**src/rtl/rf_ctrl_pkg.sv**
```systemverilog
// rf_ctrl_pkg
// Shared constants and types for the register-file write sequencer.
// There are no ports. The package provides the well-known register indices,
// the default stack pointer value, the 5-bit register index type and the
// sequencer state encoding.
package rf_ctrl_pkg;

    typedef logic [4:0] reg_idx_t;

    typedef enum logic {
        S_INIT,
        S_RUN
    } state_t;

    localparam reg_idx_t    REG_ZERO        = 5'd0;
    localparam reg_idx_t    REG_SP          = 5'd29;
    localparam reg_idx_t    REG_EPC         = 5'd26;
    localparam reg_idx_t    REG_LAST        = 5'd31;
    localparam logic [31:0] SP_INIT_DEFAULT = 32'h0000fffc;

endpackage

```
**src/rtl/rf_wr_arb.sv**
```systemverilog
// rf_wr_arb
// Grant logic for the two write requesters. req0 (core writeback) normally
// wins. req1 (exception/debug) is protected by a starvation counter: once it
// has stalled STARVE_LIMIT consecutive edges, it takes priority over req0.
// Ports:
//   clk, reset          - clock and synchronous active-high reset
//   en                  - sequencer is in its run phase
//   req0_valid          - core writeback request pending
//   req1_valid          - exception/debug request pending
//   gnt0, gnt1          - combinational grants (at most one high)
module rf_wr_arb
#(
    parameter int unsigned STARVE_LIMIT = 4
)
(
    input  logic clk,
    input  logic reset,
    input  logic en,
    input  logic req0_valid,
    input  logic req1_valid,
    output logic gnt0,
    output logic gnt1
);

    localparam logic [3:0] LIMIT = 4'(STARVE_LIMIT);

    logic [3:0] starve_cnt;

    // Grants depend only on valids, the counter and the phase, never on data.
    // Reset forces both grants low so that nothing is accepted while it is high.
    always_comb begin
        gnt1 = 1'b0;
        gnt0 = 1'b0;
        if (en && !reset) begin
            gnt1 = req1_valid && (!req0_valid || starve_cnt == LIMIT);
            gnt0 = req0_valid && !gnt1;
        end
    end

    // Counts consecutive stalled req1 edges and saturates at the limit.
    // A req1 transfer or a dropped req1_valid clears it.
    always_ff @(posedge clk) begin
        if (reset) begin
            starve_cnt <= 4'd0;
        end else if (req1_valid && !gnt1) begin
            if (starve_cnt != LIMIT) begin
                starve_cnt <= starve_cnt + 4'd1;
            end
        end else begin
            starve_cnt <= 4'd0;
        end
    end

endmodule

```
**src/rtl/rf_write_sequencer.sv**
```systemverilog
// rf_write_sequencer
// Owns the single write port of the 32x32 register file. After reset it walks
// registers 1..31 and writes their initial values (0, or SP_INIT for SP_REG).
// It then arbitrates the port between the core writeback path (req0) and the
// exception/debug path (req1).
// Ports:
//   clk, reset                    - clock and synchronous active-high reset
//   init_done                     - init walk has completed
//   req0_valid/ready/addr/data    - core writeback handshake
//   req1_valid/ready/addr/data    - exception/debug handshake
//   rf_RegWrite                   - registered write enable
//   rf_Write_register             - registered write address
//   rf_Write_data                 - registered write data
//   last_grant                    - requester of the most recent accepted write
module rf_write_sequencer
    import rf_ctrl_pkg::*;
#(
    parameter int unsigned STARVE_LIMIT = 4,
    parameter reg_idx_t    SP_REG       = REG_SP,
    parameter logic [31:0] SP_INIT      = SP_INIT_DEFAULT
)
(
    input  logic        clk,
    input  logic        reset,
    output logic        init_done,
    input  logic        req0_valid,
    output logic        req0_ready,
    input  logic [4:0]  req0_addr,
    input  logic [31:0] req0_data,
    input  logic        req1_valid,
    output logic        req1_ready,
    input  logic [4:0]  req1_addr,
    input  logic [31:0] req1_data,
    output logic        rf_RegWrite,
    output logic [4:0]  rf_Write_register,
    output logic [31:0] rf_Write_data,
    output logic        last_grant
);

    state_t   state;
    reg_idx_t idx;

    rf_wr_arb #(
        .STARVE_LIMIT (STARVE_LIMIT)
    ) u_arb (
        .clk        (clk),
        .reset      (reset),
        .en         (state == S_RUN),
        .req0_valid (req0_valid),
        .req1_valid (req1_valid),
        .gnt0       (req0_ready),
        .gnt1       (req1_ready)
    );

    // Main sequencer: the init walk, then one registered write per accepted
    // request. A write to register 0 is accepted but emits all-zero outputs.
    // Idle cycles also drive the address to 0, because the register file
    // forwards Write_data to any read whose address matches Write_register,
    // even when RegWrite is low.
    always_ff @(posedge clk) begin
        if (reset) begin
            state             <= S_INIT;
            idx               <= 5'd1;
            init_done         <= 1'b0;
            last_grant        <= 1'b0;
            rf_RegWrite       <= 1'b0;
            rf_Write_register <= REG_ZERO;
            rf_Write_data     <= 32'd0;
        end else begin
            case (state)
                S_INIT: begin
                    rf_RegWrite       <= 1'b1;
                    rf_Write_register <= idx;
                    rf_Write_data     <= (idx == SP_REG) ? SP_INIT : 32'd0;
                    if (idx == REG_LAST) begin
                        state     <= S_RUN;
                        init_done <= 1'b1;
                    end else begin
                        idx <= idx + 5'd1;
                    end
                end
                S_RUN: begin
                    if (req1_ready) begin
                        rf_RegWrite       <= (req1_addr != REG_ZERO);
                        rf_Write_register <= req1_addr;
                        rf_Write_data     <= (req1_addr != REG_ZERO) ? req1_data : 32'd0;
                        last_grant        <= 1'b1;
                    end else if (req0_ready) begin
                        rf_RegWrite       <= (req0_addr != REG_ZERO);
                        rf_Write_register <= req0_addr;
                        rf_Write_data     <= (req0_addr != REG_ZERO) ? req0_data : 32'd0;
                        last_grant        <= 1'b0;
                    end else begin
                        rf_RegWrite       <= 1'b0;
                        rf_Write_register <= REG_ZERO;
                        rf_Write_data     <= 32'd0;
                    end
                end
                default: begin
                    state <= S_INIT;
                end
            endcase
        end
    end

endmodule

```
**config.mk**
```make
export PLATFORM = sky130hd
export DESIGN_NAME = rf_write_sequencer
export DESIGN_NICKNAME = d
export VERILOG_FILES = /design/src/rtl/rf_ctrl_pkg.sv /design/src/rtl/rf_wr_arb.sv /design/src/rtl/rf_write_sequencer.sv
export SDC_FILE = /design/constraint.sdc
export NUM_CORES = 1
export LEC_CHECK = 0
export BUFFER_PORTS_ARGS = -buffer_cell sky130_fd_sc_hd__buf_2
export CELL_PAD_IN_SITES_DETAIL_PLACEMENT = 1
export CELL_PAD_IN_SITES_GLOBAL_PLACEMENT = 1
export CORE_MARGIN = 4
export CORE_UTILIZATION = 25
export CTS_CLUSTER_DIAMETER = 150
export CTS_CLUSTER_SIZE = 10
export DETAILED_ROUTE_END_ITERATION = 12
export PLACE_DENSITY_LB_ADDON = 0.1
export REMOVE_ABC_BUFFERS = 1
export SLEW_MARGIN = 20
export SYNTH_ARGS = -nofsm -noshare
export SYNTH_HDL_FRONTEND = slang
export SYNTH_SLANG_ARGS = --single-unit
```
**constraint.sdc**
```tcl
create_clock -name clk -period 2.1 [get_ports clk]
set_clock_uncertainty 0.15 [all_clocks]
set_input_delay 0.105 -clock clk [delete_from_list [all_inputs] [get_ports clk]]
set_output_delay 0.105 -clock clk [all_outputs]
set_load 0.1 [all_outputs]
```
After elaboration in Yosys (flattened, before gate mapping)
Cells that the tools add are included.
{ "totals": {"ff_bits": 50, "input_bits": 78, "output_inout_bits": 42, "wordCells": 51} }
{ "op_classes": {"add_sub_neg": 2, "eq_ne": 4, "mux": 18, "n_bitwise": 3, "reduce_logical": 16} }
{ "op_table": {"columns": ["cell", "count"], "rows": [
  ["$mux W32", 4],
  ["$pmux W32 S2", 1],
  ["$mux W16", 1],
  ["$eq A5 B5 Y1 const B", 2],
  ["$mux W5", 2],
  ["$pmux W5 S2", 1],
  ["$reduce_bool A5 Y1", 2],
  ["$mux W1", 8],
  ["$reduce_and A2 Y1", 3],
  ["$add A5 B1 Y5 const B", 1],
  ["$add A4 B1 Y4 const B", 1],
  ["$eq A4 B3 Y1 const B", 1],
  ["$logic_and A1 B1 Y1", 4],
  ["$logic_not A1 Y1", 4],
  ["$ne A4 B3 Y1 const B", 1],
  ["$not A1 Y1", 3],
  ["$pmux W1 S2", 1],
  ["$reduce_bool A2 Y1", 1],
  ["$reduce_or A2 Y1", 1],
  ["$logic_or A1 B1 Y1", 1]
]} }

Longest topological paths before layout
{ "logic_depth": {"word_depth": 9, "depth_mapped": 7, "depth_no_buf": 7} }

Hierarchy
A second synthesis with hierarchy kept.
{ "unflattened": {"hier_cells": 180, "hier_area_um2": 1964.4} }
{ "modules_own_cells": {"columns": ["module", "n_inst", "cells_each", "area_per_inst_um2", "seq_area_each_um2"], "rows": [
  ["rf_write_sequencer", 1, 152, 1709.1, 920.9],
  ["rf_wr_arb", 1, 28, 255.2, 80.1]
]} }

Worst setup path before layout
Ideal clock, no wire load.
{ "synth_path": {"path_kind": "register to register", "start": "register u_arb.starve_cnt[0]", "end": "register rf_Write_data[5]", "setup_ns": 0.060, "t_arrival_ns": 2.638, "t_required_ns": 1.890, "path_slack_ns": -0.747, "path_stages_with_launch": 8, "n_path_buf": 1, "synth_period_minus_slack_ns": 2.847, "cell_sequence": "dfxtp_1 > inv_1 > ha_1 > nand3b_4 > a2111oi_4 > o21a_4 > buf_6 > a221o_2"} }
{ "synth_via": {"word_cells_on_any_way": 10, "cone_classes": "1 x eq/ne; 5 x mux; 4 x reduce/logical"} }
{ "synth_lines": {"columns": ["item", "line_no", "source"], "rows": [
  ["from (decl)", "rf_wr_arb.sv:27", "logic [3:0] starve_cnt;"],
  ["from (signal assigned)", "rf_wr_arb.sv:47", "starve_cnt <= starve_cnt + 4'd1;"],
  ["$eq A4 B3 Y1", "rf_wr_arb.sv:35", "gnt1 = req1_valid && (!req0_valid || starve_cnt == LIMIT);"],
  ["$logic_or A1 B1 Y1", "rf_wr_arb.sv:35", null],
  ["$logic_and A1 B1 Y1", "rf_wr_arb.sv:35", null],
  ["$mux W1", "rf_wr_arb.sv:34", "if (en && !reset) begin"],
  ["named net req1_ready", "rf_write_sequencer.sv:31", "output logic req1_ready,"],
  ["$mux W32", "rf_write_sequencer.sv:83", "if (req1_ready) begin"],
  ["$pmux W32 S2", "rf_write_sequencer.sv:70", "case (state)"],
  ["to (signal assigned)", "rf_write_sequencer.sv:74", "rf_Write_data <= (idx == SP_REG) ? SP_INIT : 32'd0;"],
  ["to (signal assigned)", "rf_write_sequencer.sv:86", "rf_Write_data <= (req1_addr != REG_ZERO) ? req1_data : 32'd0;"],
  ["to (signal assigned)", "rf_write_sequencer.sv:91", "rf_Write_data <= (req0_addr != REG_ZERO) ? req0_data : 32'd0;"],
  ["to (decl)", "rf_write_sequencer.sv:36", "output logic [31:0] rf_Write_data,"]
]} }
The timed path passes the listed nets, and every way through them passes these cells.
A chain may end at the register's enable or synchronous reset.

Worst setup path after layout
{ "layout_path": {"start": "register u_arb.starve_cnt[0]", "end": "output port req1_ready"} }
{ "layout_via": {"elab_chain_cells": 4} }
{ "layout_rtl": {"columns": ["item", "line_no"], "rows": [
  ["$eq A4 B3 Y1", "rf_wr_arb.sv:35"],
  ["$logic_or A1 B1 Y1", "rf_wr_arb.sv:35"],
  ["$logic_and A1 B1 Y1", "rf_wr_arb.sv:35"],
  ["$mux W1", "rf_wr_arb.sv:34"],
  ["to (decl)", "rf_write_sequencer.sv:31"]
]} }
Every way passes these cells.

==> flow_summary.json <==
{
  "outcome": "complete, no violations",
  "gp_congestion": 0.759,
  "dr.pass1.iters": 4,
  "use_met3_pct": 3.98,
  "share_comb_of_total_power_pct": 15.4,
  "wl_per_cell_um": 17.1,
  "antenna_found_initial": 0,
  "met1_usage_pct": 18.3,
  "whs_endpoint": "rf_Write_register[4]",
  "die_area_mm2": 0.00895,
  "worstSetupPathType": "reg2out",
  "grt.busiest_layer": "met2",
  "setup_viol": 0,
  "tritoncts": "built",
  "num_antenna_cells": 0,
  "holdPathStages": 3,
  "grt_first_pass_wirelength_mm": 12.0,
  "fin_area_mm2": 0.00347,
  "io_pins": 120,
  "drt_wl_total_mm": 7.83,
  "relSlewSlack_pct": 65.6,
  "cts_buffers": 5,
  "cp_data_arrival_time_ps": 1750,
  "ys_seq_elements": 50,
  "irDropWorstVdd_uv": 232,
  "ys.flop_type": "dfxtp_1",
  "synth_area_leaders": "dfxtp_1 (53%), a22o_1 (8.4%), a221o_2 (6.6%)",
  "crit_chain": "inv_2 > ha_4 > nand3b_4 > a2111oi_4 > buf_4 > buf_12",
  "dp.cells": 383,
  "gr-total-overflow": 0,
  "grt_max_degree": 34,
  "synth_edf_count": 0,
  "detailed_place_hpwl_mm": 5.06,
  "cts.sinks": 50,
  "place.port_buffers": 119,
  "p_clk_share_pct": 32.3,
  "vias": 2105,
  "clkTransAtPathRegs_ps": 100,
  "cp_slowest_cell": "a2111oi_4",
  "syn_avg_cell_area_um2": 11.4,
  "internal_power_w": 0.00137,
  "clk_latency_ps": 300,
  "period_share_pct": 95.3,
  "grt_use_total_pct": 17.6,
  "synth_area_mm2": 0.00188,
  "ys_seq_area_share_pct": 53.4,
  "ys_warn_count": 0,
  "power_density_mw_per_mm2": 539,
  "timing.rr.end": "rf_Write_data[27]",
  "drc": 0,
  "netlist_instances": 164,
  "cap_violations": 0,
  "rows": 31,
  "async_reset_ff_share_pct": 0,
  "rr_startpoint": "u_arb.starve_cnt[0]",
  "slew_viol_final": 0,
  "yosysUniqueCellTypes": 34,
  "cts_buffer_depth": 2,
  "slowest_delay_ps": 400,
  "worstMarginPinSlew_ps": 519,
  "initial_core_util_pct": 25.9,
  "die_x_um": 94.6,
  "fin_cells": 459,
  "pwr-share-seq_pct": 52.2,
  "period_minus_slack_ps": 2000,
  "reg2regPathDepth": 8,
  "worst_slack_ps": 99.5,
  "post-place-ws_ps": 99.3,
  "min_from": "req1_valid",
  "ant_nets": 0,
  "leakage_nw": 1.63,
  "syn2layout_area_growth_pct": 85.1,
  "timing.fmax_ghz": 0.500,
  "endpoint_kind": "primary output",
  "timing.hold.ws_ps": 10.3,
  "synth_area_leader_cell": "dfxtp_1",
  "htreeDepth": 2,
  "die_y_um": 94.6,
  "cp_max_fo": 5,
  "switching_share_pct": 26.6,
  "rsz0062_at_grt": "no",
  "synth_common_cells": "dfxtp_1 (50), a22o_1 (18), nor2_1 (13)",
  "start_kind": "flip-flop",
  "grt_pass1_vias": 2298,
  "viasPerCell": 4.59,
  "yosysMostFrequentCell": "dfxtp_1",
  "drt_iter0_drc": 30,
  "core-area_mm2": 0.00725,
  "drive_above_1_share_pct": 45.0,
  "place_area_mm2": 0.00267,
  "ff2ff_setup_slack_ps": 110,
  "hold_path_class": "in2reg",
  "cp-startpoint": "u_arb.starve_cnt[0]",
  "p_sw_w": 0.000498,
  "total_power_w": 0.00187,
  "netlist.area_leader.share_pct": 53.4,
  "crit_required_ps": 1850,
  "cts-root-buf": "clkbuf_8",
  "nets": 442,
  "grtUsageMet2_pct": 34.2,
  "hold_violations": 0
}
==> kinds of logic after synthesis <==
logic type	synth area share [%]
xor+xnor	2.34
flops	53.4
fa+ha+maj	3.34
simple gates	9.34
buf+inv	4.74
compound gates	26.9
==> sequential cells by signal, indices dropped and copies added, names as in the netlist <==
name,count
rf_Write_data,32
idx,5
rf_Write_register,5
u_arb.starve_cnt,4
init_done,1
last_grant,1
rf_RegWrite,1
state,1
==> power by group through the flow <==
stage / registers (W) / clock network [W] / logic [W]
2_1_floorplan: 0.00104 / 0 / 0.0000353
3_3_place_gp: 0.000999 / 0 / 0.000180
3_5_place_dp: 0.000999 / 0 / 0.000181
4_1_cts: 0.000977 / 0.000629 / 0.000283
5_1_grt: 0.000981 / 0.000682 / 0.000311
6_report: 0.000977 / 0.000605 / 0.000289
==> critical path, delay by kind of cell (launching register included) <==
family                   cells  cell delay [ps]
adder cells (fa/ha/maj)      1              150
AO/OA/AOI/OAI                1              400
flip-flops                   1              350
AND/OR/NAND/NOR              1              110
buffers and inverters        3              430
==> area by class of cell <==
| cell class | count | area, um2 |
|---|---|---|
| sequential | 50 | 1000 |
| fill | 832 | 3780 |
| multi-input combinational | 98 | 808 |
| clock inverter | 3 | 28.8 |
| timing repair buffer | 198 | 1420 |
| tap | 99 | 124 |
| clock buffer | 5 | 68.8 |
| inverter | 6 | 22.5 |
==> layer usage <==
| layer | share of wire, % | wire [um] |
|---|---|---|
| met5 | 0 | 0 |
| met1 | 36 | 2810 |
| met2 | 57 | 4440 |
| met3 | 5.6 | 442 |
| met4 | 1.8 | 141 |
==> cells in the final DEF (no fill, tap or decap), drive strengths merged, types with 2 or more instances in the layout <==
cell type / Yosys / routed
a221oi: 4 / 4
nand2: 9 / 9
xor2: 2 / 2
nor3: 4 / 4
nor2: 13 / 13
o21a: 2 / 2
a221o: 14 / 14
or4: 2 / 2
a211oi: 3 / 3
buf: 8 / 131
dfxtp: 50 / 50
xnor2: 3 / 3
ha: 5 / 5
a22o: 18 / 18
clkbuf: 2 / 5
a21oi: 5 / 5
dlygate4sd3: 0 / 67
nand3: 2 / 2
inv: 6 / 8
==> how the worst max path moves through the flow <==
stage | slack, ps | end | cells past startpoint
2_1_floorplan | -970 | rf_Write_data[10] | 6
3_3_place_gp | 150 | rf_Write_data[8] | 7
3_5_place_dp | 100 | rf_Write_data[22] | 7
4_1_cts | 1 | req1_ready | 6
5_1_grt | 10 | req1_ready | 6
6_report | 100 | req1_ready | 6
==> metrics by stage <==
stage                     utilization [%]  setup TNS, ps
after floorplan                         -         -33740
after global placement               36.8              0
after detailed placement             36.8              0
after CTS                            47.5              0
after global routing                 47.9              0
final                                47.9              0
==> what timing repair did <==
action                                  4_1_cts  5_1_grt
hold endpoints to repair                     34        0
gates resized for setup                       3        6
hold buffers                                 67        0
buffers inserted                              0        1
pin swaps                                     2        1
endpoints found under the setup margin        2        3
gates cloned                                  0        0
Note: power is estimated with default switching activity, not from simulation.
